===== src/rtl/fir_pkg.sv =====
// -----------------------------------------------------------------------------
// fir_pkg
//   Shared types and constants for the FIR control front-end.
//   - state_t  : sequencer states
//   - opcode_t : command opcodes carried in cmd_data[7:6]
//   - default parameter values and fixed widths
//   - decode_op: extracts the opcode from a command byte
// -----------------------------------------------------------------------------
package fir_pkg;

    typedef enum logic [2:0] {
        ST_IDLE   = 3'd0,
        ST_LOAD   = 3'd1,
        ST_COMMIT = 3'd2,
        ST_RUN    = 3'd3,
        ST_FLUSH  = 3'd4
    } state_t;

    typedef enum logic [1:0] {
        OP_NOP  = 2'b00,
        OP_LOAD = 2'b01,
        OP_RUN  = 2'b10,
        OP_STOP = 2'b11
    } opcode_t;

    localparam int DEF_NUM_TAPS = 4;
    localparam int DEF_COEFF_W  = 8;
    localparam int DEF_DATA_W   = 6;
    localparam int DEF_TIMEOUT  = 255;

    localparam int CMD_W  = 8;
    localparam int DROP_W = 8;

    function automatic opcode_t decode_op(input logic [CMD_W-1:0] cmd);
        return opcode_t'(cmd[7:6]);
    endfunction

endpackage


===== src/rtl/fir_ctrl_timer.sv =====
// -----------------------------------------------------------------------------
// fir_ctrl_timer
//   Generic cycle counter with synchronous clear. While enable is high the
//   count advances once per cycle; expire is high in the cycle where an
//   enabled count has reached 'last', i.e. on the (last+1)-th enabled cycle
//   since the most recent clear.
// Ports
//   clk, rst_n : clock, asynchronous active-low reset
//   clear      : synchronous clear (wins over enable)
//   enable     : advance the count this cycle
//   last       : terminal count value
//   count      : current count
//   expire     : terminal count reached in an enabled cycle
// -----------------------------------------------------------------------------
module fir_ctrl_timer #(
    parameter int WIDTH = 8
) (
    input  logic             clk,
    input  logic             rst_n,
    input  logic             clear,
    input  logic             enable,
    input  logic [WIDTH-1:0] last,
    output logic [WIDTH-1:0] count,
    output logic             expire
);

    assign expire = enable && !clear && (count == last);

    // NOTE: sequential state is written with non-blocking assignments so every
    // register samples pre-edge values, independent of block evaluation order.
    always_ff @(posedge clk or negedge rst_n) begin
        if (!rst_n) begin
            count <= '0;
        end else if (clear) begin
            count <= '0;
        end else if (enable) begin
            count <= count + 1'b1;
        end
    end

endmodule


===== src/rtl/fir_ctrl_sequencer.sv =====
// -----------------------------------------------------------------------------
// fir_ctrl_sequencer
//   Command-driven control front-end for the FIR datapath. Loads NUM_TAPS
//   coefficients, pulses the coefficient commit strobe, gates samples to the
//   FIR while running and flushes the FIR delay line with zeros on STOP.
// Ports
//   clk, rst_n                   : clock, asynchronous active-low reset
//   cmd_valid/cmd_ready/cmd_data : byte command stream (valid/ready handshake)
//   smp_valid/smp_data           : input samples (no backpressure)
//   fir_x_n/fir_tvalid           : sample and strobe to the FIR (1-cycle latency)
//   fir_set_coeffs               : one-cycle coefficient commit strobe
//   coeff_wr_en/addr/data        : coefficient store write port
//   running                      : high while in RUN
//   err                          : sticky error (cleared by NOP with bit0 set)
//   drop_cnt                     : saturating count of samples dropped outside RUN
// All outputs are registered.
// -----------------------------------------------------------------------------
module fir_ctrl_sequencer
    import fir_pkg::*;
#(
    parameter int NUM_TAPS = DEF_NUM_TAPS,
    parameter int COEFF_W  = DEF_COEFF_W,
    parameter int DATA_W   = DEF_DATA_W,
    parameter int TIMEOUT  = DEF_TIMEOUT,
    localparam int ADDR_W  = (NUM_TAPS > 1) ? $clog2(NUM_TAPS) : 1
) (
    input  logic               clk,
    input  logic               rst_n,
    input  logic               cmd_valid,
    output logic               cmd_ready,
    input  logic [CMD_W-1:0]   cmd_data,
    input  logic               smp_valid,
    input  logic [DATA_W-1:0]  smp_data,
    output logic [DATA_W-1:0]  fir_x_n,
    output logic               fir_tvalid,
    output logic               fir_set_coeffs,
    output logic               coeff_wr_en,
    output logic [ADDR_W-1:0]  coeff_wr_addr,
    output logic [COEFF_W-1:0] coeff_wr_data,
    output logic               running,
    output logic               err,
    output logic [DROP_W-1:0]  drop_cnt
);

    // One timer serves both the LOAD idle timeout and the FLUSH length.
    localparam int TMR_MAX = (TIMEOUT > NUM_TAPS) ? TIMEOUT : NUM_TAPS;
    localparam int TMR_W   = $clog2(TMR_MAX + 1);

    state_t             state, next_state;
    logic [ADDR_W-1:0]  idx, idx_nxt;
    logic               accept;
    opcode_t            op;

    logic               tmr_en, tmr_expire;
    logic [TMR_W-1:0]   tmr_last, tmr_count;

    logic               cmd_ready_nxt, running_nxt, err_nxt;
    logic               set_coeffs_nxt, wr_en_nxt, tvalid_nxt;
    logic [ADDR_W-1:0]  wr_addr_nxt;
    logic [COEFF_W-1:0] wr_data_nxt;
    logic [DATA_W-1:0]  x_n_nxt;
    logic [DROP_W-1:0]  drop_nxt;

    assign accept = cmd_valid && cmd_ready;
    assign op     = decode_op(cmd_data);

    // In LOAD the timer counts only idle cycles; any accepted byte restarts it.
    assign tmr_en   = ((state == ST_LOAD) && !accept) || (state == ST_FLUSH);
    assign tmr_last = (state == ST_FLUSH) ? TMR_W'(NUM_TAPS - 1) : TMR_W'(TIMEOUT - 1);

    fir_ctrl_timer #(.WIDTH(TMR_W)) u_timer (
        .clk    (clk),
        .rst_n  (rst_n),
        .clear  (!tmr_en),
        .enable (tmr_en),
        .last   (tmr_last),
        .count  (tmr_count),
        .expire (tmr_expire)
    );

    // State register
    always_ff @(posedge clk or negedge rst_n) begin
        if (!rst_n) begin
            state <= ST_IDLE;
        end else begin
            state <= next_state;
        end
    end

    // Next-state logic
    // NOTE: every variable written in a combinational block gets a default
    // first, so no path leaves it unassigned and no latch is inferred.
    always_comb begin
        next_state = state;
        unique case (state)
            ST_IDLE: begin
                if (accept && op == OP_LOAD) next_state = ST_LOAD;
                else if (accept && op == OP_RUN) next_state = ST_RUN;
            end
            ST_LOAD: begin
                if (accept && idx == ADDR_W'(NUM_TAPS - 1)) next_state = ST_COMMIT;
                else if (tmr_expire)                         next_state = ST_IDLE;
            end
            ST_COMMIT: next_state = ST_IDLE;
            ST_RUN: begin
                if (accept && op == OP_STOP) next_state = ST_FLUSH;
            end
            ST_FLUSH: begin
                if (tmr_expire) next_state = ST_IDLE;
            end
            default: next_state = ST_IDLE;
        endcase
    end

    // Output logic: next values of the registered outputs
    always_comb begin
        cmd_ready_nxt  = (next_state == ST_IDLE) || (next_state == ST_LOAD) ||
                         (next_state == ST_RUN);
        running_nxt    = (next_state == ST_RUN);
        set_coeffs_nxt = (state == ST_LOAD) && (next_state == ST_COMMIT);
        wr_en_nxt      = 1'b0;
        wr_addr_nxt    = coeff_wr_addr;
        wr_data_nxt    = coeff_wr_data;
        idx_nxt        = idx;
        tvalid_nxt     = 1'b0;
        x_n_nxt        = fir_x_n;
        err_nxt        = err;
        drop_nxt       = drop_cnt;

        unique case (state)
            ST_IDLE: begin
                idx_nxt = '0;
                if (accept && op == OP_NOP && cmd_data[0]) err_nxt = 1'b0;
            end
            ST_LOAD: begin
                if (accept) begin
                    wr_en_nxt   = 1'b1;
                    wr_addr_nxt = idx;
                    wr_data_nxt = cmd_data[COEFF_W-1:0];
                    idx_nxt     = idx + 1'b1;
                end else if (tmr_expire) begin
                    err_nxt = 1'b1;
                end
            end
            ST_RUN: begin
                tvalid_nxt = smp_valid;
                if (smp_valid) x_n_nxt = smp_data;
                if (accept && op == OP_NOP && cmd_data[0]) err_nxt = 1'b0;
                if (accept && op == OP_LOAD)               err_nxt = 1'b1;
            end
            ST_FLUSH: begin
                tvalid_nxt = 1'b1;
                x_n_nxt    = '0;
            end
            default: ;
        endcase

        if (smp_valid && state != ST_RUN && drop_cnt != '1) begin
            drop_nxt = drop_cnt + 1'b1;
        end
    end

    // Output registers
    always_ff @(posedge clk or negedge rst_n) begin
        if (!rst_n) begin
            cmd_ready      <= 1'b1;
            running        <= 1'b0;
            fir_set_coeffs <= 1'b0;
            coeff_wr_en    <= 1'b0;
            coeff_wr_addr  <= '0;
            coeff_wr_data  <= '0;
            idx            <= '0;
            fir_tvalid     <= 1'b0;
            fir_x_n        <= '0;
            err            <= 1'b0;
            drop_cnt       <= '0;
        end else begin
            cmd_ready      <= cmd_ready_nxt;
            running        <= running_nxt;
            fir_set_coeffs <= set_coeffs_nxt;
            coeff_wr_en    <= wr_en_nxt;
            coeff_wr_addr  <= wr_addr_nxt;
            coeff_wr_data  <= wr_data_nxt;
            idx            <= idx_nxt;
            fir_tvalid     <= tvalid_nxt;
            fir_x_n        <= x_n_nxt;
            err            <= err_nxt;
            drop_cnt       <= drop_nxt;
        end
    end

endmodule


===== config.mk =====
export PLATFORM = sky130hd
export DESIGN_NAME = fir_ctrl_sequencer
export DESIGN_NICKNAME = d
export VERILOG_FILES = /design/src/rtl/fir_pkg.sv /design/src/rtl/fir_ctrl_timer.sv /design/src/rtl/fir_ctrl_sequencer.sv
export SDC_FILE = /design/constraint.sdc
export NUM_CORES = 1
export LEC_CHECK = 0
export CAP_MARGIN = 10
export CORE_ASPECT_RATIO = 2
export CORE_UTILIZATION = 30
export CTS_CLUSTER_DIAMETER = 30
export DETAILED_ROUTE_END_ITERATION = 16
export PLACE_DENSITY = 0.5
export SYNTH_ARGS = -nofsm -noshare
export SYNTH_HDL_FRONTEND = slang
export SYNTH_SLANG_ARGS = --single-unit

===== constraint.sdc =====
create_clock -name clk -period 2.3 [get_ports clk]
set_input_delay 0.345 -clock clk [delete_from_list [all_inputs] [get_ports clk]]
set_output_delay 0.345 -clock clk [all_outputs]
set_load 0.01 [all_outputs]

## Word level (Yosys, flattened, before mapping)

Index checks and enable logic that the tools add are counted.

- Bits in registers: 43
- Input port bits: 18
- Output and inout bits: 30

- Equality and inequality tests: 17
- Mux-type cells: 20
- Add/subtract/negate cells: 3
- Reduce and logical (&&, ||, !) cells: 26

Operators with widths:

| operator | count |
|---|---|
| adder 8 x 1 -> 8 bit (second input constant) | 2 |
| two-way mux 8 bit | 2 |
| two-way mux 3 bit | 5 |
| logical AND 1 bit | 12 |
| one-hot mux 3 bit (4 select lines) | 1 |
| one-hot mux 6 bit (2 select lines) | 1 |
| equality test 3 x 2 -> 1 bit (second input constant) | 3 |
| equality test 8 bit | 1 |
| != test 2 bit (second input constant) | 4 |
| != test 8 bit (second input constant) | 1 |
| equality test 2 bit (second input constant) | 3 |
| equality test 3 x 1 -> 1 bit (second input constant) | 2 |
| logical NOT 3 bit | 2 |
| two-way mux 1 bit | 6 |
| two-way mux 6 bit | 1 |
| AND reduction 2 bit | 3 |
| one-hot mux 2 bit (2 select lines) | 1 |
| nonzero test 2 bit | 2 |
| equality test 3 bit (second input constant) | 1 |
| logical OR 1 bit | 3 |
| != test 3 x 2 -> 1 bit (second input constant) | 1 |
| one-hot mux 1 bit (3 select lines) | 1 |
| AND reduction 3 bit | 1 |
| nonzero test 3 bit | 1 |
| 6 further kinds | 6 |

## Longest topological paths before layout

Gate-level depths: netlist of the first run.

- Depth after elaboration: 11
- Gate-level depth with buffers: 7

## By module

From an unflattened synthesis of the first run, not the netlist that was laid out.

- Cell total of the unflattened synthesis: 195
- Area total of the unflattened synthesis: 2054.5 um2

Modules (own cells, without submodules):

| module | times used | area an instance (um2) | cells an instance | seq. area each (um2) |
|---|---|---|---|---|
| fir_ctrl_sequencer | 1 | 1575.3 | 144 | 877.1 |
| fir_ctrl_timer | 1 | 479.2 | 51 | 200.2 |

## Worst setup path after synthesis of the first run

No wires, ideal clock.

- Kind: register to register
- From: register u_timer.count[3]
- To: register state[0]
- Period minus slack after synthesis: 1615 ps
- Slack: 685 ps
- Arrival time: 1491 ps
- Cell stages (with the launch flop): 5
- Setup time: 124 ps
- Required time: 2176 ps
- Cell sequence: dfrtp_1 > or4_1 > nor4_2 > a21oi_1 > a211o_1

- Word-level cells in the longest chain between the ends: 5

RTL lines:

| item | RTL line | text |
|---|---|---|
| from (decl) | fir_ctrl_timer.sv:23 | `output logic [WIDTH-1:0] count,` |
| from (signal assigned) | fir_ctrl_timer.sv:37 | `count <= count + 1'b1;` |
| equality test 8 bit * | fir_ctrl_timer.sv:27 | `assign expire = enable && !clear && (count == last);` |
| logical AND 1 bit * | fir_ctrl_timer.sv:27 |  |
| two-way mux 3 bit * | fir_ctrl_sequencer.sv:102, fir_ctrl_sequencer.sv:109 |  |
| two-way mux 3 bit | fir_ctrl_sequencer.sv:101 | `if (accept && idx == ADDR_W'(NUM_TAPS - 1)) next_state = ST_COMMIT;` |
| one-hot mux 3 bit (4 select lines) * | fir_ctrl_sequencer.sv:95 | `unique case (state)` |
| via next_state[0] | fir_ctrl_sequencer.sv:49 | `state_t state, next_state;` |
| to (signal assigned) | fir_ctrl_sequencer.sv:86 | `state <= next_state;` |
| to (decl) | fir_ctrl_sequencer.sv:49 |  |

Mark *: on every way through the listed nets, which the timed path passes. The rest lies on a longest branch.
A chain may end at the register's enable or synchronous reset.

## Final worst setup path of the first run

- From: register cmd_ready
- To: output port cmd_ready

RTL lines:

| item | RTL line | text |
|---|---|---|
| from (decl) | fir_ctrl_sequencer.sv:30 | `output logic cmd_ready,` |
| from (signal assigned) | fir_ctrl_sequencer.sv:178 | `cmd_ready <= cmd_ready_nxt;` |

No word-level cell between the ends.

==> results of run 1 <==
-- through the flow --
stage	power, mW	util (%)	hold slack [ns]	setup WS, ns
3_3_place_gp	2.31	41.0	0.390	0.411
3_5_place_dp	2.32	41.0	0.388	0.374
4_1_cts	3.03	43.3	0.0797	0.523
2_1_floorplan	1.74	-	0.0494	0.685
6_report	2.98	43.3	0.0597	0.534
5_1_grt	3.21	43.3	0.107	0.425
-- cell families (layout without fill, tap and decap cells) --
group	count (synthesis)	count (layout)	synth area share, %
buf+inv	9	65	2.35
simple gates	108	108	26.5
compound gates	15	15	5.49
mux	2	2	1.11
flops	43	43	56.2
fa+ha+maj	3	3	1.96
xor+xnor	14	14	6.40
-- state kept, by name, summed over array words and instances (netlist names), 2 cells and up --
name / flops
state: 3
fir_x_n: 6
coeff_wr_addr: 2
coeff_wr_data: 8
drop_cnt: 8
u_timer.count: 8
idx: 2
-- Yosys cell counts --
cell	count	area, sq um
nand4_1	2	12.5
or3b_1	1	8.76
nand4b_1	2	17.5
nor2_1	18	67.6
nor3b_2	1	12.5
or2_1	1	6.26
mux2_2	1	11.3
mux2i_1	1	10.0
nor3b_1	2	15.0
o2111ai_1	1	8.76
buf_6	1	11.3
clkbuf_1	1	3.75
nor4_2	1	12.5
nand2b_1	2	12.5
dfstp_2	1	26.3
nor4b_1	1	8.76
and3_1	1	6.26
buf_2	3	15.0
nand2_1	50	188
nor2b_1	1	6.26
o21ai_0	4	20.0
a22oi_1	1	7.51
o221ai_2	1	15.0
nand3_1	15	75.1
a31oi_1	1	6.26
dfrtp_1	42	1050
inv_1	3	11.3
xor2_1	10	87.6
o22ai_1	1	6.26
xnor2_1	4	35.0
nor3_1	6	30.0
o32ai_1	2	17.5
a211o_1	1	8.76
ha_1	3	37.5
a21oi_1	3	15.0
or4_1	2	15.0
nor4_1	2	12.5
inv_2	1	3.75
-- how the worst max path moves through the flow --
stage | end | slack [ns] | cells past startpoint
after floorplan | state[0] | 0.69 | 4
after global placement | err | 0.41 | 5
after detailed placement | err | 0.37 | 5
after CTS | cmd_ready | 0.52 | 1
after global routing | coeff_wr_data[7] | 0.43 | 5
final | cmd_ready | 0.53 | 1
-- layer usage --
layer | up-vias | track usage [%] | part of all wire, %
li1 | 767 | - | -
met1 | 725 | 16.1 | 38
met2 | 36 | 27.4 | 55
met3 | 8 | 3.71 | 3.8
met4 | 0 | 8.10 | 2.8
met5 | - | 0 | 0
-- layout by cell type, fill, tap and decap left out, types with 3 or more instances in the layout --
cell type,instances
a21oi_1,3
nor2_1,18
nor3_1,6
inv_1,3
xor2_1,10
ha_1,3
nand3_1,15
o21ai_0,4
clkbuf_16,5
dfrtp_1,42
nand2_1,50
clkdlybuf4s50_1,46
buf_4,6
xnor2_1,4
-- final cells by class --
type / count / area [sq um]
fill: 643 / 3460
inverter: 4 / 15.0
sequential: 43 / 1080
multi-input combinational: 142 / 793
clock inverter: 2 / 12.5
clock buffer: 6 / 129
timing repair buffer: 53 / 510
tap: 84 / 105
-- where the power goes --
part | internal [mW] | switching [mW]
clock | 0.401 | 0.293
combinational | 0.578 | 0.484
sequential | 1.00 | 0.224
==> qor.csv, run 1 <==
metric,value,unit
outcome,"finished, final reports clean",
Antenna Nets Post-Route,0,
worst flop-to-flop path endpoint,coeff_wr_data[2],
maximum vdd drop,0.566,mV
"Hold Vio Cnt, Final",0,
routed via count,1536,
DRC viols,0,
cts-stage hold buffer count,0,
fin crit share,76.8,%
drt wl/cell,13.7,um
GR Overflow Total,0,
CP bufs+invs,1,
# clock sinks,43,
root buf cell,clkbuf_16,
"final std cell area, no fill",2640,sq um
clock tree buffer depth,2,
power density cells,1130,nW/um^2
startpoint types,flop,
"Clk pin slew, worst setup/hold paths",0.06,ns
Initial Util,31.4,%
Die Span Y,115,um
Netlist Area Pre-Place,1920,sq um
Resize count post-CTS,0,
drt first pass iters,4,
Max-slew headroom,60.0,%
"Slew Viols, Final",0,
FP Rows,40,
H-tree depth,2,
Ys Warns,0,
largest net degree at the start of global routing,28,
detailed placement HPWL,3400,um
"Seq/Total Area, Yosys",56.2,%
CTS tree,done,
# diodes,0,
Non-Filler Instances,334,
Max Clock Skew,0.00587,ns
Vias/cell,4.60,
CP peak stage delay,0.58,ns
synthesized instance count,194,
Hold Crit Class,primary input to async pin,
GRT Total Usage,15.3,%
family with the most delay on the worst path,flip-flops,
port bufs,47,
Die X,58.5,um
RSZ-0062 raised after global routing,false,
worst-skew pair later-pin latency,0.29,ns
Area after DPL,2500,sq um
Synth Register Bits,43,
start point of the critical path,cmd_ready,
post-CTS setup buffer count,0,
crit-path max FO,6,
Placer Congestion,0.758,
critical-path cell list,clkdlybuf4s50_1,
Post-Syn Nets,215,
WP data required,1.96,ns
Max Cap Viol,0,
num ports,48,
CTS buffer count,5,
full die area,6730,sq um
crit path DAT,1.42,ns
setup violators final,0,
synth unique cells,38,
first-iteration detailed-routing DRC count,53,
initial antenna violation count,0,
first-pass GRT wire length,7590,um
Leakage,1.20,nW
Worst R2R Path Depth,5,
Fmax,566,MHz
Detailed Route WL,4570,um
Worst R2R Start,state[1],
post-route minimum period,1.77,ns
nets@finish,270,
synth-to-layout area growth,37.9,%
Crit. End Element,primary output,
"slowest stage cell, crit path",dfstp_2,
Core ar.,6110,sq um
Crit Path Class,flop to primary output,
worst slew pin tran,0.600,ns
r2r setup slk,0.55,ns
Mean Syn Cell Area,9.87,sq um
setup TNS,0,ns
# placed instances,326,
vias in the first global route,1509,
layout cell share with drive strength beyond 1,8.00,%
Note: power is estimated with default switching activity, not from simulation.
==> run 2: changes to the inputs <==
==> constraint.sdc (replaced) <==
create_clock -name clk -period 1.7 [get_ports clk]
set_input_delay 0.255 -clock clk [delete_from_list [all_inputs] [get_ports clk]]
set_output_delay 0.255 -clock clk [all_outputs]
set_load 0.01 [all_outputs]
==> qor.csv, run 2 (synthesis results as in run 1) <==
metric,value,unit
outcome,"finished, final reports clean",
start point of the critical path,u_timer.count[3],
post-route minimum period,1.61,ns
Max-slew headroom,67.6,%
crit-path max FO,2,
"Slew Viols, Final",0,
Area after DPL,2650,sq um
Leakage,1.32,nW
Initial Util,31.4,%
full die area,6730,sq um
clock tree buffer depth,2,
setup violators final,0,
routed via count,1624,
root buf cell,clkbuf_16,
initial antenna violation count,0,
GRT Total Usage,15.5,%
r2r setup slk,0.09,ns
Regs by FF count,"coeff_wr_data (8), drop_cnt (8), u_timer.count (8)",
Detailed Route WL,4610,um
power density cells,1570,nW/um^2
Fin Hold WS,0.469,ns
CTS tree,done,
layout cell share with drive strength beyond 1,15.9,%
Antenna Nets Post-Route,0,
Worst R2R Path Depth,4,
vias in the first global route,1714,
Crit Path Class,flop to flop,
Core ar.,6110,sq um
GR Overflow Total,0,
Max Cap Viol,0,
crit path DAT,1.78,ns
worst slew pin tran,0.485,ns
Layout fillers,608,
port bufs,47,
Hold Crit Class,primary input to async pin,
CTS buffer count,5,
"final std cell area, no fill",2880,sq um
most frequent cells in the layout,"nand2_1, clkdlybuf4s50_1, dfrtp_1",
Max Clock Skew,0.00210,ns
CP peak stage delay,0.55,ns
drt first pass iters,4,
post-route setup slack,0.0928,ns
Crit. End Element,flop,
WP data required,1.87,ns
drt wl/cell,13.0,um
startpoint types,flop,
Placer Congestion,0.784,
detailed placement HPWL,3500,um
"Clk pin slew, worst setup/hold paths",0.06,ns
critical-path cell list,or4_4 > nor4_4 > a21oi_2 > a211o_1,
nets@finish,290,
FP Rows,40,
maximum vdd drop,0.877,mV
first-pass GRT wire length,7780,um
Fmax,622,MHz
"Hold Vio Cnt, Final",0,
# diodes,0,
H-tree depth,2,
Tot Pwr,4.51,mW
Die X,58.5,um
Vias/cell,4.59,
# clock sinks,43,
first-iteration detailed-routing DRC count,63,
worst flop-to-flop path endpoint,state[0],
"slowest stage cell, crit path",or4_4,
"most common cell after layout, fill and taps aside",nand2_1,
RSZ-0062 raised after global routing,false,
num ports,48,
synth-to-layout area growth,50.3,%
largest net degree at the start of global routing,25,
worst-skew pair later-pin latency,0.29,ns
Place WS,-0.0246,ns
Worst R2R Start,u_timer.count[3],
fin crit share,94.5,%
DRC viols,0,
Die Span Y,115,um
==> run 2: changes by cell type in the layout (fill, tap and decap cells not counted), sizes merged <==
| cell | previous run | this run |
|---|---|---|
| clkdlybuf4s50 | 46 | 45 |
| clkinv | 1 | 0 |
| buf | 7 | 26 |
| dlygate4sd3 | 0 | 1 |
| dlygate4sd2 | 0 | 1 |
| bufinv | 0 | 2 |
| clkbuf | 6 | 5 |
==> run 2: how the worst max path moves through the flow <==
| stage | endpoint | slack, ns | cells after the start |
|---|---|---|---|
| 2_1_floorplan | state[0] | 0.09 | 4 |
| 3_3_place_gp | err | -0.04 | 5 |
| 3_5_place_dp | err | -0.02 | 5 |
| 4_1_cts | state[0] | 0.01 | 4 |
| 5_1_grt | state[0] | 0.007 | 4 |
| 6_report | state[0] | 0.09 | 4 |
==> run 2: area by class of cell <==
class | instances | area, sq um | share of cell area, %
clock buffer | 5 | 125 | 4.35
clock inverter | 3 | 67.6 | 2.35
inverter | 4 | 17.5 | 0.608
multi-input combinational | 142 | 812 | 28.2
sequential | 43 | 1080 | 37.4
tap | 84 | 105 | 3.65
timing repair buffer | 73 | 674 | 23.4
==> run 2: timing repair <==
action	CTS	global route
gates cloned	0	0
hold endpoints to repair	19	0
setup buffers	1	0
endpoints found under the setup margin	2	4
hold buffers	1	0
pin swaps	3	1
resized for setup	4	2
==> run 2: stage by stage <==
stage | instances | utilization [%] | TNS (ns)
2_1_floorplan | 194 | - | 0
3_3_place_gp | 344 | 43.4 | -0.0363
3_5_place_dp | 344 | 43.4 | -0.0274
4_1_cts | 354 | 47.1 | 0
5_1_grt | 354 | 47.2 | 0
6_report | 354 | 47.2 | 0
==> run 2: worst max-delay path, delay by kind of cell (launching register included) <==
kind	cells	cell delay (ns)
flops	1	0.39
compound gates	2	0.38
simple gates	2	0.73
==> run 2: power by group <==
group          internal [mW]  leakage [nW]  total, mW  switching, mW
sequential              1.36         0.557       1.59          0.230
combinational          0.932         0.674       1.69          0.756
clock                  0.841        0.0900       1.24          0.397
==> run 2: per-layer routing <==
metal / global-route usage, % / part of all wire, % / vias up
li1: - / - / 811
met1: 15.2 / 37 / 766
met2: 29.1 / 57 / 42
met3: 2.92 / 3.7 / 5
met4: 8.89 / 2.4 / 0
met5: 0 / 0 / -
==> run 3: changes to the inputs <==
--- a/config.mk
+++ b/config.mk
@@ -11,6 +11,7 @@
 export CTS_CLUSTER_DIAMETER = 30
 export DETAILED_ROUTE_END_ITERATION = 16
 export PLACE_DENSITY = 0.5
+export REMOVE_ABC_BUFFERS = 1
 export SYNTH_ARGS = -nofsm -noshare
 export SYNTH_HDL_FRONTEND = slang
 export SYNTH_SLANG_ARGS = --single-unit
==> qor.csv, run 3 (synthesis results as in run 1) <==
metric,value,unit
outcome,"finished, final reports clean",
post-route setup slack,0.0546,ns
"most common cell after layout, fill and taps aside",nand2_1,
"Slew Viols, Final",0,
setup violators final,0,
root buf cell,clkbuf_16,
Die Span Y,115,um
Crit. End Element,primary output,
# diodes,0,
Placer Congestion,0.807,
RSZ-0062 raised after global routing,false,
GRT Total Usage,14.3,%
Seq pwr share,38.3,%
GR Overflow Total,0,
fin crit share,96.8,%
Antenna Nets Post-Route,0,
Hold Crit Class,flop to flop,
crit path DAT,1.39,ns
H-tree depth,2,
WHS Endpoint,coeff_wr_data[5],
drt first pass iters,4,
worst hold start,coeff_wr_data[5],
# placed instances,340,
Initial Util,31.4,%
Tot Pwr,4.20,mW
r2r setup slk,0.10,ns
family with the most delay on the worst path,flip-flops,
Detailed Route WL,4390,um
CTS buffer count,5,
largest net degree at the start of global routing,44,
"final std cell area, no fill",2820,sq um
CP peak stage delay,0.57,ns
most frequent cells in the layout,"nand2_1, clkdlybuf4s50_1, dfrtp_1",
Net Sw Frac,32.0,%
WP data required,1.44,ns
power density cells,1490,nW/um^2
clock share of power,23.7,%
Worst R2R Start,state[1],
Non-Filler Instances,351,
worst-skew pair later-pin latency,0.28,ns
Area after DPL,2620,sq um
crit-path max FO,6,
Gate power share,38.0,%
full die area,6730,sq um
CP bufs+invs,1,
"slowest stage cell, crit path",dfstp_2,
Max Cap Viol,0,
vias in the first global route,1635,
worst slew pin tran,0.384,ns
sw power,1.34,mW
drt wl/cell,12.5,um
clock tree buffer depth,2,
# clock sinks,43,
critical-path cell list,clkdlybuf4s50_1,
DRC viols,0,
Max-slew headroom,74.0,%
Worst R2R Path Depth,5,
Leakage,1.29,nW
Fmax,608,MHz
"Hold Vio Cnt, Final",0,
first-iteration detailed-routing DRC count,62,
hold path depth,2,
maximum vdd drop,0.886,mV
Core ar.,6110,sq um
Place WS,-0.0527,ns
cell-internal power,2.86,mW
CTS tree,done,
post-route minimum period,1.65,ns
Crit Path Class,flop to primary output,
port bufs,47,
setup TNS,0,ns
Max Clock Skew,0.00334,ns
startpoint types,flop,
num ports,48,
synth-to-layout area growth,47.3,%
first-pass GRT wire length,7370,um
Die X,58.5,um
Regs by FF count,"coeff_wr_data (8), drop_cnt (8), u_timer.count (8)",
initial antenna violation count,0,
"Clk pin slew, worst setup/hold paths",0.06,ns
layout cell share with drive strength beyond 1,15.0,%
FP Rows,40,
nets@finish,287,
Vias/cell,4.53,
routed via count,1590,
worst flop-to-flop path endpoint,coeff_wr_data[6],
detailed placement HPWL,3260,um
## run 3: worst max-delay path by stage
stage | slack (ns) | start | depth (start not counted) | to
3_3_place_gp | -0.04 | u_timer.count[5] | 4 | state[0]
5_1_grt | 0.002 | state[2] | 5 | state[0]
3_5_place_dp | -0.05 | u_timer.count[3] | 4 | state[0]
2_1_floorplan | 0.09 | u_timer.count[3] | 4 | state[0]
6_report | 0.05 | cmd_ready | 1 | cmd_ready
4_1_cts | 0.03 | u_timer.count[3] | 4 | state[0]
## run 3: timing repair
action	CTS	global route
hold endpoints to repair	42	0
gates resized for setup	3	1
hold buffers	1	0
cloned	0	0
setup endpoints to repair	1	6
setup buffers	2	0
pin swaps	3	1
## run 3: layout make-up
type | count | area (sq um)
fill | 620 | 3280
sequential | 43 | 1080
multi-input combinational | 142 | 810
timing repair buffer | 70 | 653
clock buffer | 7 | 153
tap | 84 | 105
inverter | 4 | 15.0
clock inverter | 1 | 7.51
## run 3: power groups by stage
stage               Sequential [mW]  Clock (mW)  Combinational (mW)
global placement               1.62           0                1.60
detailed placement             1.63           0                1.61
CTS                            1.61        1.04                1.62
finish                         1.61       0.996                1.59
floorplan                      1.76           0               0.554
global route                   1.66        1.08                1.77
## run 3: per-layer routing
layer | share of wire (%) | up-vias | global-route usage, %
met5 | 0 | - | 0
met4 | 2.5 | 0 | 6.67
met3 | 2.1 | 7 | 1.69
met2 | 56 | 35 | 26.8
met1 | 40 | 747 | 15.5
li1 | - | 801 | -
## run 3: metrics by stage
step	util [%]	hold slack [ns]
5_1_grt	46.2	0.500
2_1_floorplan	-	-0.0406
3_5_place_dp	42.9	0.250
6_report	46.2	0.470
3_3_place_gp	42.9	0.254
4_1_cts	46.2	0.477
==> variant: new RTL, flow settings as in run 2 <==
Encoding of `state_t`: now one-hot (5 bits for 5 states).
--- a/src/rtl/fir_pkg.sv
+++ b/src/rtl/fir_pkg.sv
@@ -8,12 +8,12 @@
 // -----------------------------------------------------------------------------
 package fir_pkg;
 
-    typedef enum logic [2:0] {
-        ST_IDLE   = 3'd0,
-        ST_LOAD   = 3'd1,
-        ST_COMMIT = 3'd2,
-        ST_RUN    = 3'd3,
-        ST_FLUSH  = 3'd4
+    typedef enum logic [4:0] {
+        ST_IDLE   = 5'b00001,
+        ST_LOAD   = 5'b00010,
+        ST_COMMIT = 5'b00100,
+        ST_RUN    = 5'b01000,
+        ST_FLUSH  = 5'b10000
     } state_t;
 
     typedef enum logic [1:0] {
Behaviour: same outputs for any inputs over 10 cycles, from zero or initial values and one cycle with rst_n low; not proved beyond that.
==> variant against run 2 <==
- fmax down 5.3%
- first-iteration DRC count down 6.3%
- power down 6.2%
- highest routed layer unchanged
- setup slack worse by 90 ps
- area after synthesis up 7.3%
- sequential cell count up 2
- design area up 4.3%
- wire length up 11%
==> variant: results (changes against run 2) <==
Power and ir drop
  • Leak: 1.317 nW (-0.30%)
  • Sw Ratio: 0.3047 (-0.001738)
  • Comb pwr share: 0.359 (-0.015)
  • Maximum vdd drop: 0.6363 mV (-27%)

Placed design
  • Detailed placer's ending HPWL: 4082 microns (+17%)
  • Final GP Congestion: 0.8221 (+4.9%)
  • # placed instances: 348 (+1.2%)

Worst setup path
  • Reg-to-Reg End: state[1]
  • WP data arrival: 1870 ps (+90 ps)
  • CP startpoint: u_timer.count[4]
  • Reg2reg setup slack: 3 ps (-90 ps)
  • Slowest-stage cell, CP: or4b_4

Synth
  • Post-Synth XOR/XNOR Area: 0.06395 (-0.00006404)
  • Netlist cell types: 41 (+7.9%)
  • Syn_nets: 210 (-2.3%)
  • Post-synthesis sequential area ratio: 0.5493 (-0.01305)
  • Cell count after synthesis: 189 (-2.6%)
  • Largest cells by area after synthesis: dfrtp_1 (52%), mux2_2 (6.0%), xor2_1 (4.7%), nand2_1 (3.8%), nor2_1 (2.7%)
  • Post-synthesis compound-gate area fraction: 0.08039 (+0.02552)
  • Adder-cell share of the synthesized area: 0.01827 (-0.001325)
  • Commonest cells post-synth: dfrtp_1 (43), nand2_1 (21), nor2_1 (15)
  • Post-synthesis mux area share: 0.06029 (+0.04919)

CTS
  • Root Buffer: clkbuf_16
  • CTS Buffer Depth: 2 (unchanged)
  • Worst skew pair latency: 290 ps (about the same)

Global routing
  • First-pass GRT wire length: 8528 microns (+9.7%)
  • Global-route usage over all layers: 0.1619 (+0.006968)
  • Vias in the first global route: 1781 (+3.9%)

Status
  • Status: finished, final reports clean

Detailed routing
  • Via Count: 1701 (+4.7%)
  • Starting DRT DRC Count: 59 (-6.3%)
  • Routed vias/inst: 4.765 (+3.9%)
  • Routed length per instance: 14.28 microns (+9.8%)

Finish
  • Fraction of layout cells with a size suffix above 1: 0.2082 (+0.04892)
  • Fillers: 690 (+13%)
  • Post-layout net count: 289 (-0.34%)

STA
  • Worst Tran Pin Value: 439.7 ps (-45.64 ps)
[variant: changes by cell type after synthesis, sizes merged, moves of 4 or more]
cell   delta
nand2    -29
inv       +4
mux2     +10
buf       -4
nand3     -4
o21ai     +8
[variant: through the flow]
stage / hold slack [ps] / setup slack, ps / util / power (mW) / cell area (sq um)
2_1_floorplan: -40.59 / 12.08 / - / 2.262 / 2056
3_3_place_gp: 226.7 / -12.00 / 0.4261 / 3.147 / 2821
3_5_place_dp: 226.3 / -31.86 / 0.4261 / 3.167 / 2821
4_1_cts: 450.0 / 2.240 / 0.4533 / 4.295 / 3002
5_1_grt: 499.5 / -92.40 / 0.4537 / 4.478 / 3004
6_report: 438.1 / 2.750 / 0.4537 / 4.232 / 3004
[variant: worst reg2reg max path: cells and delay by family, from the launching register on]
family,cells,cell delay [ps]
AO/OA/AOI/OAI,2,410
flip-flops,1,380
AND/OR/NAND/NOR,2,800
[variant: area by class of cell]
type / instances / area, sq um / share of cell area
tap: 88 / 110.1 / 0.03665
sequential: 45 / 1129 / 0.3757
multi-input combinational: 132 / 889.6 / 0.2961
inverter: 9 / 33.78 / 0.01125
timing repair buffer: 75 / 678.2 / 0.2257
clock buffer: 6 / 128.9 / 0.04290
clock inverter: 2 / 35.03 / 0.01166
[variant: repair_timing]
| action | in CTS | in global routing |
|---|---|---|
| gates resized for setup | 1 | 1 |
| pin swaps | 1 | 0 |
| gates cloned | 0 | 0 |
| setup buffers | 0 | 0 |
| hold buffers | 1 | 0 |
| setup endpoints to repair | 2 | 4 |
| endpoints found under the hold margin | 17 | 0 |
[variant: layer usage]
metal	global-route usage	vias to the layer above	part of all wire
met1	0.1614	831	0.33
met2	0.2926	31	0.60
met3	0.02932	14	0.031
met5	0	-	0
met4	0.09375	0	0.036
li1	-	825	-
